==> src/rtl/time_report_sequencer.sv <==
// Serialises a snapshot of the watch time as "HH:MM:SS.CC\r\n" into a UART TX over a
// start/busy handshake; manual and once-per-second requests share one pending slot.
module time_report_sequencer #(
  parameter int unsigned ACK_TIMEOUT = 8
) (
  input  logic       clk,
  input  logic       rst,
  input  logic       report_req,
  input  logic       auto_en,
  input  logic [6:0] msec,
  input  logic [5:0] sec,
  input  logic [5:0] min,
  input  logic [4:0] hour,
  input  logic       tx_busy,
  output logic       tx_start,
  output logic [7:0] tx_data,
  output logic       busy,
  output logic       done,
  output logic       overrun
);

  localparam int unsigned AckLimit = (ACK_TIMEOUT > 1) ? ACK_TIMEOUT - 1 : 1;
  localparam int unsigned CntW     = $clog2(AckLimit + 1);
  localparam logic [3:0]  LastIdx  = 4'd12;

  typedef enum logic [2:0] {
    StIdle,
    StLoad,
    StSend,
    StWaitAck,
    StWaitDone,
    StFinish
  } state_e;

  state_e          state_q;
  logic [3:0]      idx_q;
  logic [CntW-1:0] ack_cnt_q;
  logic [4:0]      hour_q;
  logic [5:0]      min_q;
  logic [5:0]      sec_snap_q;
  logic [6:0]      msec_q;
  logic [5:0]      sec_hist_q;
  logic            pending_q;
  logic            overrun_q;
  logic [7:0]      tx_data_q;

  logic            auto_tick;
  logic            req;
  logic            ack_expired;
  logic [7:0]      frame_byte;

  function automatic logic [7:0] ascii_tens(input logic [6:0] v);
    logic [6:0] t;
    t = (v / 7'd10) % 7'd10;
    return 8'h30 + {1'b0, t};
  endfunction

  function automatic logic [7:0] ascii_ones(input logic [6:0] v);
    logic [6:0] t;
    t = v % 7'd10;
    return 8'h30 + {1'b0, t};
  endfunction

  assign auto_tick   = auto_en && (sec != sec_hist_q);
  assign req         = report_req || auto_tick;
  assign ack_expired = (ack_cnt_q >= CntW'(AckLimit));

  // Digits are converted from the frozen snapshot at send time, so the frame in flight
  // never sees live counter changes.
  always_comb begin
    frame_byte = 8'h0A;
    case (idx_q)
      4'd0:    frame_byte = ascii_tens({2'b00, hour_q});
      4'd1:    frame_byte = ascii_ones({2'b00, hour_q});
      4'd2:    frame_byte = 8'h3A;
      4'd3:    frame_byte = ascii_tens({1'b0, min_q});
      4'd4:    frame_byte = ascii_ones({1'b0, min_q});
      4'd5:    frame_byte = 8'h3A;
      4'd6:    frame_byte = ascii_tens({1'b0, sec_snap_q});
      4'd7:    frame_byte = ascii_ones({1'b0, sec_snap_q});
      4'd8:    frame_byte = 8'h2E;
      4'd9:    frame_byte = ascii_tens(msec_q);
      4'd10:   frame_byte = ascii_ones(msec_q);
      4'd11:   frame_byte = 8'h0D;
      default: frame_byte = 8'h0A;
    endcase
  end

  // Start is issued in the SEND cycle itself so the first byte leaves three cycles
  // after the request; tx_data is held in a register between starts.
  assign tx_start = (state_q == StSend) && !tx_busy && !rst;
  assign tx_data  = tx_start ? frame_byte : tx_data_q;
  assign busy     = (state_q != StIdle);
  assign done     = (state_q == StFinish);
  assign overrun  = overrun_q;

  always_ff @(posedge clk) begin
    if (rst) begin
      state_q    <= StIdle;
      idx_q      <= 4'd0;
      ack_cnt_q  <= '0;
      hour_q     <= 5'd0;
      min_q      <= 6'd0;
      sec_snap_q <= 6'd0;
      msec_q     <= 7'd0;
      sec_hist_q <= 6'd0;
      pending_q  <= 1'b0;
      overrun_q  <= 1'b0;
      tx_data_q  <= 8'h00;
    end else begin
      sec_hist_q <= sec;
      overrun_q  <= req && pending_q && (state_q != StLoad);

      // LOAD consumes the pending slot; a request in that same cycle queues the next one.
      if (state_q == StLoad) begin
        pending_q <= req;
      end else if (req) begin
        pending_q <= 1'b1;
      end

      if (tx_start) begin
        tx_data_q <= frame_byte;
      end

      unique case (state_q)
        StIdle: begin
          if (pending_q) begin
            state_q <= StLoad;
          end
        end
        StLoad: begin
          hour_q     <= hour;
          min_q      <= min;
          sec_snap_q <= sec;
          msec_q     <= msec;
          idx_q      <= 4'd0;
          state_q    <= StSend;
        end
        StSend: begin
          if (!tx_busy) begin
            ack_cnt_q <= CntW'(1);
            state_q   <= StWaitAck;
          end
        end
        StWaitAck: begin
          if (tx_busy) begin
            state_q <= StWaitDone;
          end else if (ack_expired) begin
            // Transmitter never acknowledged; treat the byte as sent.
            if (idx_q == LastIdx) begin
              state_q <= StFinish;
            end else begin
              idx_q   <= idx_q + 4'd1;
              state_q <= StSend;
            end
          end else begin
            ack_cnt_q <= ack_cnt_q + CntW'(1);
          end
        end
        StWaitDone: begin
          if (!tx_busy) begin
            if (idx_q == LastIdx) begin
              state_q <= StFinish;
            end else begin
              idx_q   <= idx_q + 4'd1;
              state_q <= StSend;
            end
          end
        end
        StFinish: begin
          state_q <= StIdle;
        end
        default: begin
          state_q <= StIdle;
        end
      endcase
    end
  end

endmodule

==> config.mk <==
export PLATFORM = sky130hd
export DESIGN_NAME = time_report_sequencer
export DESIGN_NICKNAME = d
export VERILOG_FILES = /design/src/rtl/time_report_sequencer.sv
export SDC_FILE = /design/constraint.sdc
export NUM_CORES = 1
export LEC_CHECK = 0
export CORE_UTILIZATION = 59
export DETAILED_ROUTE_END_ITERATION = 8
export PLACE_DENSITY = 0.83
export SLEW_MARGIN = 20
export SYNTH_ARGS = -nofsm -noshare
export SYNTH_HDL_FRONTEND = slang
export SYNTH_SLANG_ARGS = --single-unit
==> constraint.sdc <==
create_clock -name clk -period 5.3 [get_ports clk]
set_clock_uncertainty 0.15 [all_clocks]
set_input_delay 0.795 -clock clk [delete_from_list [all_inputs] [get_ports clk]]
set_output_delay 0.795 -clock clk [all_outputs]
set_load 0.01 [all_outputs]
==> out/metrics.yaml <==
floorplanning:
  die_y_um: 88.6
  dieWidth_um: 88.6
  start_util_pct: 61.0
  pin_count: 41
  core_mm2: 0.00725
  dieArea_mm2: 0.00785
  rows: 31
power_and_ir_drop:
  p_leak_nw: 1.88
  power.density_mw_per_mm2: 277
  total_power_mw: 1.42
  ir_worst_vdd_v: 0.000191
cells_and_area:
  final_layout_size_suffix_gt1_share_pct: 11.5
  multi_input_area_mm2: 0.00324
  n_antenna_cell: 0
  area_growth_pct: 15.8
  fillCellCount: 639
  layout_commonest_cell: "nand2_1"
  ff_latch_area_mm2: 0.00102
  final_cell_mix: "nand2_1 (95), a21oi_1 (62), clkdlybuf4s50_1 (39), dfxtp_1 (38), o21ai_0 (36)"
  nets: 689
  final_area_mm2: 0.00512
timing:
  slew_headroom_pct: 28.3
  timing.fmax_ghz: 0.200
  setup_ws_ns: 0.291
  fin_crit_ns: 5.01
  maxSlewViolCount: 0
  final.setup.tns_ns: 0
  setup_viol: 0
  hold_viol: 0
  post-route-period-util_pct: 94.5
  hold_ws_ns: 0.325
  worst_slew_pin_slew_ns: 1.08
critical_path:
  cp.arrival_ns: 4.06
  cp_max_fo: 9
  start_kind: "register"
  critPathCaptureType: "primary output"
  cp.required_ns: 4.36
  critPathKind: "reg -> out"
hold_path:
  hp-class: "reg -> reg"
clock_tree:
  clockBufferDepth: 2
  cts.sinks: 50
  cts_tree: "done"
  root_buffer: "clkbuf_8"
  clk_latency_ns: 0.31
  htree_levels: 2
  cts_buffers: 5
  ctsHoldBuffers: 0
  clk_pin_slew_ns: 0.11
place:
  place_area_mm2: 0.00487
  port_buffers: 40
  hpwlAfterDp_um: 8620
  gp_congestion: 1.05
  pre_cts_ws_ns: 0.190
routing:
  via_per_inst: 6.35
  first_iter_violations: 405
  vias: 4700
  totalWireLength_um: 12000
  drt_pass1_iterations: 5
  wl_per_cell_um: 16.2
  postRouteAntennaNets: 0
  drc_errors: 0
outcome:
  status: "complete, no violations"
global_route:
  grt_first_pass_wirelength_um: 19400
  grt-ovfl-total: 0
  grt_usage_pct: 31.0
  antenna_found_initial: 0
  grt_pass1_vias: 4269
  grt_max_degree: 46
synthesis:
  synth.avg_cell_area_um2: 7.15
  seq_area_frac_synth_pct: 22.6
  synthFlopType: "dfxtp_1"
  synthCells: 619
  async_flop_share_pct: 0
  ys_types: 76
  synth_enable_flop_cells: 0
  synthesis.nets: 668
  yosysWarnings: 0
  netlist_area_mm2: 0.00442
  ys_seq_elements: 50
run:
  maxCapViolations: 0
[through the flow]
step | util [%] | cells
finish | 70.6 | 740
global route | 70.6 | 740
CTS | 68.8 | 736
detailed placement | 67.2 | 727
global placement | 67.2 | 727
floorplan | - | 619
[metal layers]
layer	vias to the layer above	share of wire, %	global-route usage, %	wire length [µm]
met2	165	49	54.1	5900
met3	31	4.3	3.64	517
li1	2289	-	-	-
met4	0	2.6	11.4	312
met5	-	0	0	0
met1	2215	44	39.1	5250
[kinds of logic (layout without fill, tap and decap cells)]
| kind of cell | count (synthesis) | after routing | synth area share (%) |
|---|---|---|---|
| AOI/OAI and AO/OA | 194 | 194 | 29.1 |
| xor gates and xnor gates | 17 | 17 | 3.37 |
| adders and majority gates | 21 | 21 | 5.88 |
| buffers and inverters | 70 | 92 | 6.31 |
| DFF | 50 | 50 | 22.6 |
| muxes | 13 | 13 | 3.06 |
| and+or+nand+nor | 254 | 254 | 29.6 |
[synthesized netlist by cell type (all sizes together) (4+ instances only)]
cell type  count  share of area [%]
inv           24                2.0
xor2          10                2.0
o22ai          5               0.71
nand2         95                8.1
and3           4               0.57
o311ai         4               0.79
nand2b        14                2.0
a22oi          6                1.0
nor2          35                3.0
o2111ai        4               0.79
nor2b         24                3.4
mux2i          9                2.0
o211ai         9                1.5
o31a           4               0.79
clkbuf        38                3.3
a211oi        10                1.7
xnor2          7                1.4
o21ai         38                4.3
buf            8                1.0
a31oi          8                1.1
nand4          4               0.57
mux2           4                1.0
nor4           4               0.57
dfxtp         50                 23
nand3         15                1.7
or3            7                1.1
and2           7                1.0
ha            20                5.7
a21oi         64                7.3
a21o           4               0.68
nor3b         10                1.7
nor3          14                1.6
nand3b         4               0.68
[registers in the layout (all words and copies together), names as in the netlist]
signal      count
pending_q       1
hour_q          5
idx_q           4
overrun         1
tx_data_q       8
sec_snap_q      6
state_q         3
min_q           6
sec_hist_q      6
msec_q          7
ack_cnt_q       3
[worst max-delay path: stages (launching register included)]
cell and delay, ns:
dfxtp_2 0.46, nor2b_2 0.27, a22oi_1 0.09, o22ai_1 0.23
nor2_1 0.12, ha_1 0.23, inv_1 0.11, o21ai_0 0.12
a21oi_2 0.24, a2111oi_4 0.09, or4_1 0.57, nand4b_1 0.18
buf_4 0.16, mux2i_1 0.10, a21oi_1 0.21, clkdlybuf4s50_1 0.57
[final cells by class]
class	count	share of cell area, %
clock buffer	5	1.34
clock inverter	3	0.538
inverter	24	1.76
multi-input combinational	499	63.2
sequential	50	19.9
tap	99	2.42
timing repair buffer	60	10.8
[what timing repair did]
| action | CTS | global route |
|---|---|---|
| resized for setup | 9 | 30 |
| setup buffers | 1 | 4 |
| pin swaps | 1 | 6 |
| setup endpoints to repair | 3 | 5 |
[path summary, 6_finish.rpt]
path	from	to	slack, ns	depth (start not counted)
worst min register to register	tx_data_q[7]	tx_data_q[7]	0.32	2
worst max-delay path	msec_q[3]	tx_data[5]	0.29	15
worst min-delay path	tx_data_q[7]	tx_data_q[7]	0.32	2
worst max register to register	hour_q[2]	tx_data_q[6]	1.78	12
[report_power, final]
| group | switching (mW) | internal, mW | total, mW | leakage, nW |
|---|---|---|---|---|
| combinational | 0.376 | 0.290 | 0.666 | 1.42 |
| sequential | 0.0858 | 0.419 | 0.505 | 0.414 |
| clock | 0.149 | 0.0983 | 0.247 | 0.0467 |
| total | 0.610 | 0.808 | 1.42 | 1.88 |
Note: power is estimated with default switching activity, not from simulation.
